<file path="src/rtl/q3_13_mac_accum.sv">
// Q(3,13) multiply-accumulate: sums LEN products at full precision, then emits one
// rounded (half toward +inf), saturated Q(3,13) result per block over valid/ready.
module q3_13_mac_accum #(
    parameter int LEN   = 4,
    parameter int ACC_W = 40
) (
    input  logic        clk,
    input  logic        rst,
    input  logic [15:0] in_a,
    input  logic [15:0] in_b,
    input  logic        in_valid,
    output logic        in_ready,
    output logic [15:0] out_data,
    output logic        out_sat,
    output logic        out_valid,
    input  logic        out_ready
);
    localparam int CNT_W = $clog2(LEN + 1);
    localparam logic signed [ACC_W-1:0] HALF_LSB = ACC_W'(4096);
    localparam logic signed [ACC_W-1:0] MAX_R    = ACC_W'(32767);
    localparam logic signed [ACC_W-1:0] MIN_R    = -(ACC_W'(32768));

    typedef enum logic [1:0] {ACCEPT, FLUSH, OUT, HOLD} state_t;

    state_t                   state_q;
    logic [CNT_W-1:0]         count_q;
    logic signed [31:0]       prod_q;
    logic                     p_vld_q;
    logic signed [ACC_W-1:0]  acc_q;
    logic                     in_ready_q;
    logic [15:0]              out_data_q;
    logic                     out_sat_q;
    logic                     out_valid_q;

    logic                     accept_d;
    logic signed [15:0]       a_s_d;
    logic signed [15:0]       b_s_d;
    logic signed [31:0]       prod_d;
    logic signed [ACC_W-1:0]  prod_ext_d;
    logic signed [ACC_W-1:0]  rnd_d;
    logic [15:0]              res_data_d;
    logic                     res_sat_d;

    assign accept_d   = in_valid & in_ready_q;
    assign a_s_d      = in_a;
    assign b_s_d      = in_b;
    assign prod_d     = a_s_d * b_s_d;
    assign prod_ext_d = {{(ACC_W-32){prod_q[31]}}, prod_q};
    // Adding half an output LSB before the arithmetic shift rounds ties toward +inf.
    assign rnd_d      = (acc_q + HALF_LSB) >>> 13;

    always_comb begin
        res_data_d = rnd_d[15:0];
        res_sat_d  = 1'b0;
        if (rnd_d > MAX_R) begin
            res_data_d = 16'h7FFF;
            res_sat_d  = 1'b1;
        end else if (rnd_d < MIN_R) begin
            res_data_d = 16'h8000;
            res_sat_d  = 1'b1;
        end
    end

    always_ff @(posedge clk or posedge rst) begin
        if (rst) begin
            state_q     <= ACCEPT;
            count_q     <= '0;
            prod_q      <= '0;
            p_vld_q     <= 1'b0;
            acc_q       <= '0;
            in_ready_q  <= 1'b0;
            out_data_q  <= '0;
            out_sat_q   <= 1'b0;
            out_valid_q <= 1'b0;
        end else begin
            p_vld_q <= accept_d;
            if (accept_d) begin
                prod_q <= prod_d;
            end
            if (p_vld_q) begin
                acc_q <= acc_q + prod_ext_d;
            end

            case (state_q)
                ACCEPT: begin
                    in_ready_q <= 1'b1;
                    if (accept_d) begin
                        count_q <= count_q + 1'b1;
                        if (count_q == CNT_W'(LEN - 1)) begin
                            in_ready_q <= 1'b0;
                            state_q    <= FLUSH;
                        end
                    end
                end
                FLUSH: begin
                    // Product register drains one cycle after the last accept.
                    if (!p_vld_q) begin
                        state_q <= OUT;
                    end
                end
                OUT: begin
                    out_data_q  <= res_data_d;
                    out_sat_q   <= res_sat_d;
                    out_valid_q <= 1'b1;
                    state_q     <= HOLD;
                end
                HOLD: begin
                    if (out_ready) begin
                        out_valid_q <= 1'b0;
                        acc_q       <= '0;
                        count_q     <= '0;
                        in_ready_q  <= 1'b1;
                        state_q     <= ACCEPT;
                    end
                end
                default: state_q <= ACCEPT;
            endcase
        end
    end

    assign in_ready  = in_ready_q;
    assign out_data  = out_data_q;
    assign out_sat   = out_sat_q;
    assign out_valid = out_valid_q;
endmodule
</file>
<file path="config.mk">
export PLATFORM = sky130hd
export DESIGN_NAME = q3_13_mac_accum
export DESIGN_NICKNAME = d
export VERILOG_FILES = /design/src/rtl/q3_13_mac_accum.sv
export SDC_FILE = /design/constraint.sdc
export NUM_CORES = 1
export LEC_CHECK = 0
export ABC_AREA = 1
export ABC_CLOCK_PERIOD_IN_PS = 3900
export BUFFER_PORTS_ARGS = -buffer_cell sky130_fd_sc_hd__buf_2
export CAP_MARGIN = 0
export CORE_MARGIN = 4
export CORE_UTILIZATION = 70
export DETAILED_ROUTE_END_ITERATION = 10
export PLACE_DENSITY = 0.95
export RECOVER_POWER = 50
export SYNTH_ARGS = -nofsm -noshare
export SYNTH_HDL_FRONTEND = slang
export SYNTH_SLANG_ARGS = --single-unit
export TNS_END_PERCENT = 1
</file>
<file path="constraint.sdc">
create_clock -name clk -period 3.9 [get_ports clk]
set_input_delay 0 -clock clk [delete_from_list [all_inputs] [get_ports clk]]
set_output_delay 0 -clock clk [all_outputs]
set_load 0.01 [all_outputs]
</file>
==> results of run 1 <==
==> per-stage QoR <==
step	instances	instance area (um2)	TNS (ps)
after floorplan	2562	18600	-21470
after CTS	3057	20800	-22190
after global placement	3026	20000	-31570
after detailed placement	3026	20000	-37600
==> per-layer routing <==
layer | GRT overflow | track usage [%]
met1 | 0 | 72.8
met4 | 13 | 70.7
met3 | 1 | 66.6
met5 | 1 | 52.2
met2 | 4 | 86.3
==> repair_timing <==
action | in CTS
endpoints found under the hold margin | 62
hold buffers | 2
setup endpoints to repair | 26
setup buffers | 14
gates cloned | 1
resized for setup | 109
pin swaps | 59
==> cell families after synthesis <==
family	count (synthesis)	synth area share, %
compound gates	270	8.13
xor+xnor	43	2.08
fa+ha+maj	391	37.9
buf+inv	735	15.3
flops	97	13.4
simple gates	1026	23.1
==> results.py, run 1 <==
metrics = {
    "status": {
        "status": "aborted with a tool error",
        "last_stage_reached": "global routing (5_1_grt)",
        "error": "[ERROR GRT-0232] Routing congestion too high. Check the congestion heatmap in the GUI.",
    },
    "floorplanning": {
        "ioPinCount": 55,
        "fp.dieH_um": 169,
        "dieWidth_um": 169,
        "initial_core_util_pct": 71.5,
        "rows": 58,
    },
    "logic_synthesis": {
        "synth-async-reset-ratio_pct": 100,
        "ys_dominant_reg_cell": "sky130_fd_sc_hd__dfrtp_1",
        "synth.net_count": 2989,
        "synth_edf_count": 0,
        "post_synth_inst_count": 2562,
        "dominant_cell_by_count_in_the_synthesized_netlist": "sky130_fd_sc_hd__inv_1",
        "synth.lib_cells_used.distinct": 43,
        "postSynthRegisterBits": 97,
        "synth_top_area_share_pct": 29.1,
        "synth.cell_area_um2": 18100,
        "synthDominantAreaCellType": "sky130_fd_sc_hd__fa_1",
        "postSynthAreaPerCell_um2": 7.07,
        "synthesis.yosys.warnings": 0,
        "synth_commonest_cells": "sky130_fd_sc_hd__inv_1 (649), sky130_fd_sc_hd__nand2_1 (638), sky130_fd_sc_hd__fa_1 (263)",
        "synth.yosys.seq_area_share_pct": 13.4,
        "post_synth_main_area_contributors": "sky130_fd_sc_hd__fa_1 (29%), sky130_fd_sc_hd__inv_1 (13%), sky130_fd_sc_hd__dfrtp_1 (13%)",
    },
    "sta": {
        "grt-worst-endpoint": "prod_q[28]$_DFFE_PP0P_/D",
        "worst_endpoint_kind": "sequential cell input",
    },
    "clock_tree": {
        "cts_inserted_buffers": 9,
        "clockBufferDepth": 2,
        "h_tree_levels": 3,
        "clock-root-buffer": "sky130_fd_sc_hd__clkbuf_16",
        "tritoncts_num_sinks": 97,
    },
    "placed_design": {
        "hpwl_um": 46000,
        "io_buffer_count": 54,
        "preCtsSetupSlack_ps": -1860,
        "final_weighted_congestion_of_routability_driven_global_placement": 1.06,
    },
    "global_routing": {
        "globalRoute.totalOverflow": 19,
        "grt_antenna_before_repair": 7,
        "grt_max_degree": 63,
        "global_route.usage.total_pct": 74.5,
    },
}
==> inputs of run 2 (changes only) <==
- CORE_UTILIZATION: 70 -> 40
- PLACE_DENSITY: 0.95 -> not set
- PLACE_DENSITY_LB_ADDON: not set -> 0.15
==> results.py, run 2 <==
metrics = {
    "status": {
        "status": "complete, but fails checks",
        "failed_checks": "max-capacitance violations, max-slew violations, negative setup slack",
    },
    "clock_tree": {
        "h_tree_levels": 3,
        "tritoncts_num_sinks": 97,
        "clockBufferDepth": 2,
        "clock_insertion_delay_worst_skew_ps": 370,
        "clkSlewWorstSetupHoldPaths_ps": 70,
        "clock-root-buffer": "sky130_fd_sc_hd__clkbuf_16",
        "tritoncts_clock_tree": "built",
        "cts_inserted_buffers": 9,
    },
    "finish": {
        "final_instance_count_without_filler_cells": 3338,
        "syn2layout_area_growth_pct": 19.2,
        "max_reg_flops": 40,
        "commonest_cells_after_routing_fill_and_taps_aside": "sky130_fd_sc_hd__inv_1 (627), sky130_fd_sc_hd__nand2_1 (613), sky130_fd_sc_hd__fa_1 (247), sky130_fd_sc_hd__nor2_1 (196), sky130_fd_sc_hd__buf_4 (183)",
        "post_route_cells_drive_above_1_share_pct": 15.3,
        "final_net_count": 3168,
        "antenna_cells_inserted": 0,
        "max_flop_register": "acc_q",
        "nFillCells": 4621,
        "final_common_cell": "sky130_fd_sc_hd__inv_1",
    },
    "placed_design": {
        "dp.cells": 3306,
        "io_buffer_count": 54,
        "final_weighted_congestion_of_routability_driven_global_placement": 0.897,
        "hpwl_um": 45800,
    },
    "logic_synthesis": {
        "post_synth_inst_count": 2562,
        "synth-async-reset-ratio_pct": 100,
        "ys_dominant_reg_cell": "sky130_fd_sc_hd__dfrtp_1",
        "dominant_cell_by_count_in_the_synthesized_netlist": "sky130_fd_sc_hd__inv_1",
        "synthDominantAreaCellType": "sky130_fd_sc_hd__fa_1",
        "postSynthRegisterBits": 97,
        "synth.yosys.seq_area_share_pct": 13.4,
        "synth_edf_count": 0,
        "synth.lib_cells_used.distinct": 43,
        "postSynthAreaPerCell_um2": 7.07,
        "synthesis.yosys.warnings": 0,
        "post_synth_main_area_contributors": "sky130_fd_sc_hd__fa_1 (29%), sky130_fd_sc_hd__inv_1 (13%), sky130_fd_sc_hd__dfrtp_1 (13%)",
        "synth.net_count": 2989,
        "synth_commonest_cells": "sky130_fd_sc_hd__inv_1 (649), sky130_fd_sc_hd__nand2_1 (638), sky130_fd_sc_hd__fa_1 (263)",
        "synth.cell_area_um2": 18100,
        "synth_top_area_share_pct": 29.1,
    },
    "routing": {
        "detail_route.vias_per_cell": 4.83,
        "dr.pass1.iters": 5,
        "drcViolationCount": 0,
        "drt_first_iter_violations": 788,
        "post_drt_wl_per_cell_um": 15.9,
        "vias": 16125,
        "totalWireLength_um": 53200,
        "antenna_violating_nets_post_route": 0,
    },
    "sta": {
        "worst_slack_ps": -954,
        "grt_setup_unrepaired": "yes",
        "min_period_over_period_pct": 124,
        "setup_violations": 24,
        "finalHoldViolations": 0,
        "period_minus_slack_ps": 4850,
        "skew_ps": 12.6,
        "timing_worst_slew_pin_value_ps": 2500,
        "max_freq_ghz": 0.206,
        "timing_max_transition_violations_final": 50,
        "worst_slew_margin_rel_pct": -67.4,
    },
    "global_routing": {
        "first_pass_grt_wire_length_um": 87700,
        "grt_antenna_before_repair": 0,
        "grt_max_degree": 50,
        "globalRoute.totalOverflow": 0,
        "first_global_vias": 17001,
        "global_route.usage.total_pct": 22.6,
    },
    "setup_path": {
        "critPathArrivalTime_ps": 5100,
        "critical_path.endpoint_type": "flip-flop",
        "critical_path_class": "in2reg",
        "critPathMaxFanout": 12,
        "data_required_critical_path_ps": 4140,
        "cp-start-kind": "input port",
    },
    "min_path": {
        "holdCritPathClass": "in2reg",
    },
    "floorplanning": {
        "coreArea_um2": 44500,
        "initial_core_util_pct": 40.7,
        "floorplan.die_area_um2": 48700,
        "ioPinCount": 55,
        "fp.dieH_um": 221,
        "rows": 77,
        "dieWidth_um": 221,
    },
    "run": {
        "number_of_max_cap_violations": 1,
    },
}
==> run 2: timing repair <==
action	CTS	global route
hold buffers	2	0
setup endpoints to repair	25	26
pin swaps	101	11
resized for setup	182	27
endpoints found under the hold margin	49	0
setup buffers	13	1
==> run 2: cell type report <==
cell class	instances	area, um2	area share, %
Clock inverter	6	90.1	0.417
Timing Repair Buffer	251	2000	9.28
Tap cell	592	741	3.43
Inverter	652	2450	11.3
Sequential cell	97	2430	11.2
Clock buffer	10	239	1.11
Multi-Input combinational cell	1730	13600	63.2
==> run 2: layer usage <==
metal,part of all wire [%],track usage [%]
met4,3.3,7.34
met2,49,39.5
met5,0,0
met3,2.7,1.62
met1,45,29.9
==> run 2: per-stage QoR <==
step	utilization (%)	instance area (um2)	setup TNS, ps	worst slack (ps)	hold slack [ps]
after detailed placement	45.9	20400	-33810	-1900	159
after global placement	45.9	20400	-32970	-1900	138
final	48.5	21600	-15260	-954	186
after global routing	48.5	21600	-20810	-1170	218
after CTS	48.3	21500	-15260	-876	167
after floorplan	-	18600	-21470	-1170	87.9
==> run 2: final timing paths <==
kind	start	endpoint	slack (ps)	cells past startpoint
max in group asynchronous	rst	prod_q[30]	980	4
hold reg to reg	count_q[2]	count_q[2]	480	2
min in group asynchronous	rst	acc_q[0]	880	3
setup / recovery	in_a[15]	prod_q[27]	-950	23
hold / removal	in_a[0]	prod_q[0]	190	4
setup reg to reg	prod_q[0]	acc_q[24]	1240	13
==> run 2: worst max-delay path, stage by stage <==
cell and delay (ps):
sky130_fd_sc_hd__buf_12 130, sky130_fd_sc_hd__nand2_2 70, sky130_fd_sc_hd__inv_2 50, sky130_fd_sc_hd__fa_1 600, sky130_fd_sc_hd__inv_2 80, sky130_fd_sc_hd__buf_6 130, sky130_fd_sc_hd__fa_1 520, sky130_fd_sc_hd__inv_1 40
sky130_fd_sc_hd__fa_1 470, sky130_fd_sc_hd__fa_2 480, sky130_fd_sc_hd__fa_1 480, sky130_fd_sc_hd__inv_1 50, sky130_fd_sc_hd__fa_1 490, sky130_fd_sc_hd__inv_2 50, sky130_fd_sc_hd__ha_4 280, sky130_fd_sc_hd__nand2_2 50
sky130_fd_sc_hd__buf_4 160, sky130_fd_sc_hd__nor3_4 250, sky130_fd_sc_hd__nand4_1 250, sky130_fd_sc_hd__nand3_2 190, sky130_fd_sc_hd__a21oi_2 70, sky130_fd_sc_hd__xor2_1 150, sky130_fd_sc_hd__o21ai_1 70
==> run 2: kinds of logic (layout without fill, tap and decap cells) <==
family / Yosys count / count (layout) / synth area share (%)
flops: 97 / 97 / 13.4
buf+inv: 735 / 919 / 15.3
xor+xnor: 43 / 43 / 2.08
compound gates: 270 / 270 / 8.13
simple gates: 1026 / 1026 / 23.1
fa+ha+maj: 391 / 391 / 37.9
Power of run 2 is not shown: default switching activity piles up to over one toggle a cycle in this logic, so the estimate is an artifact.
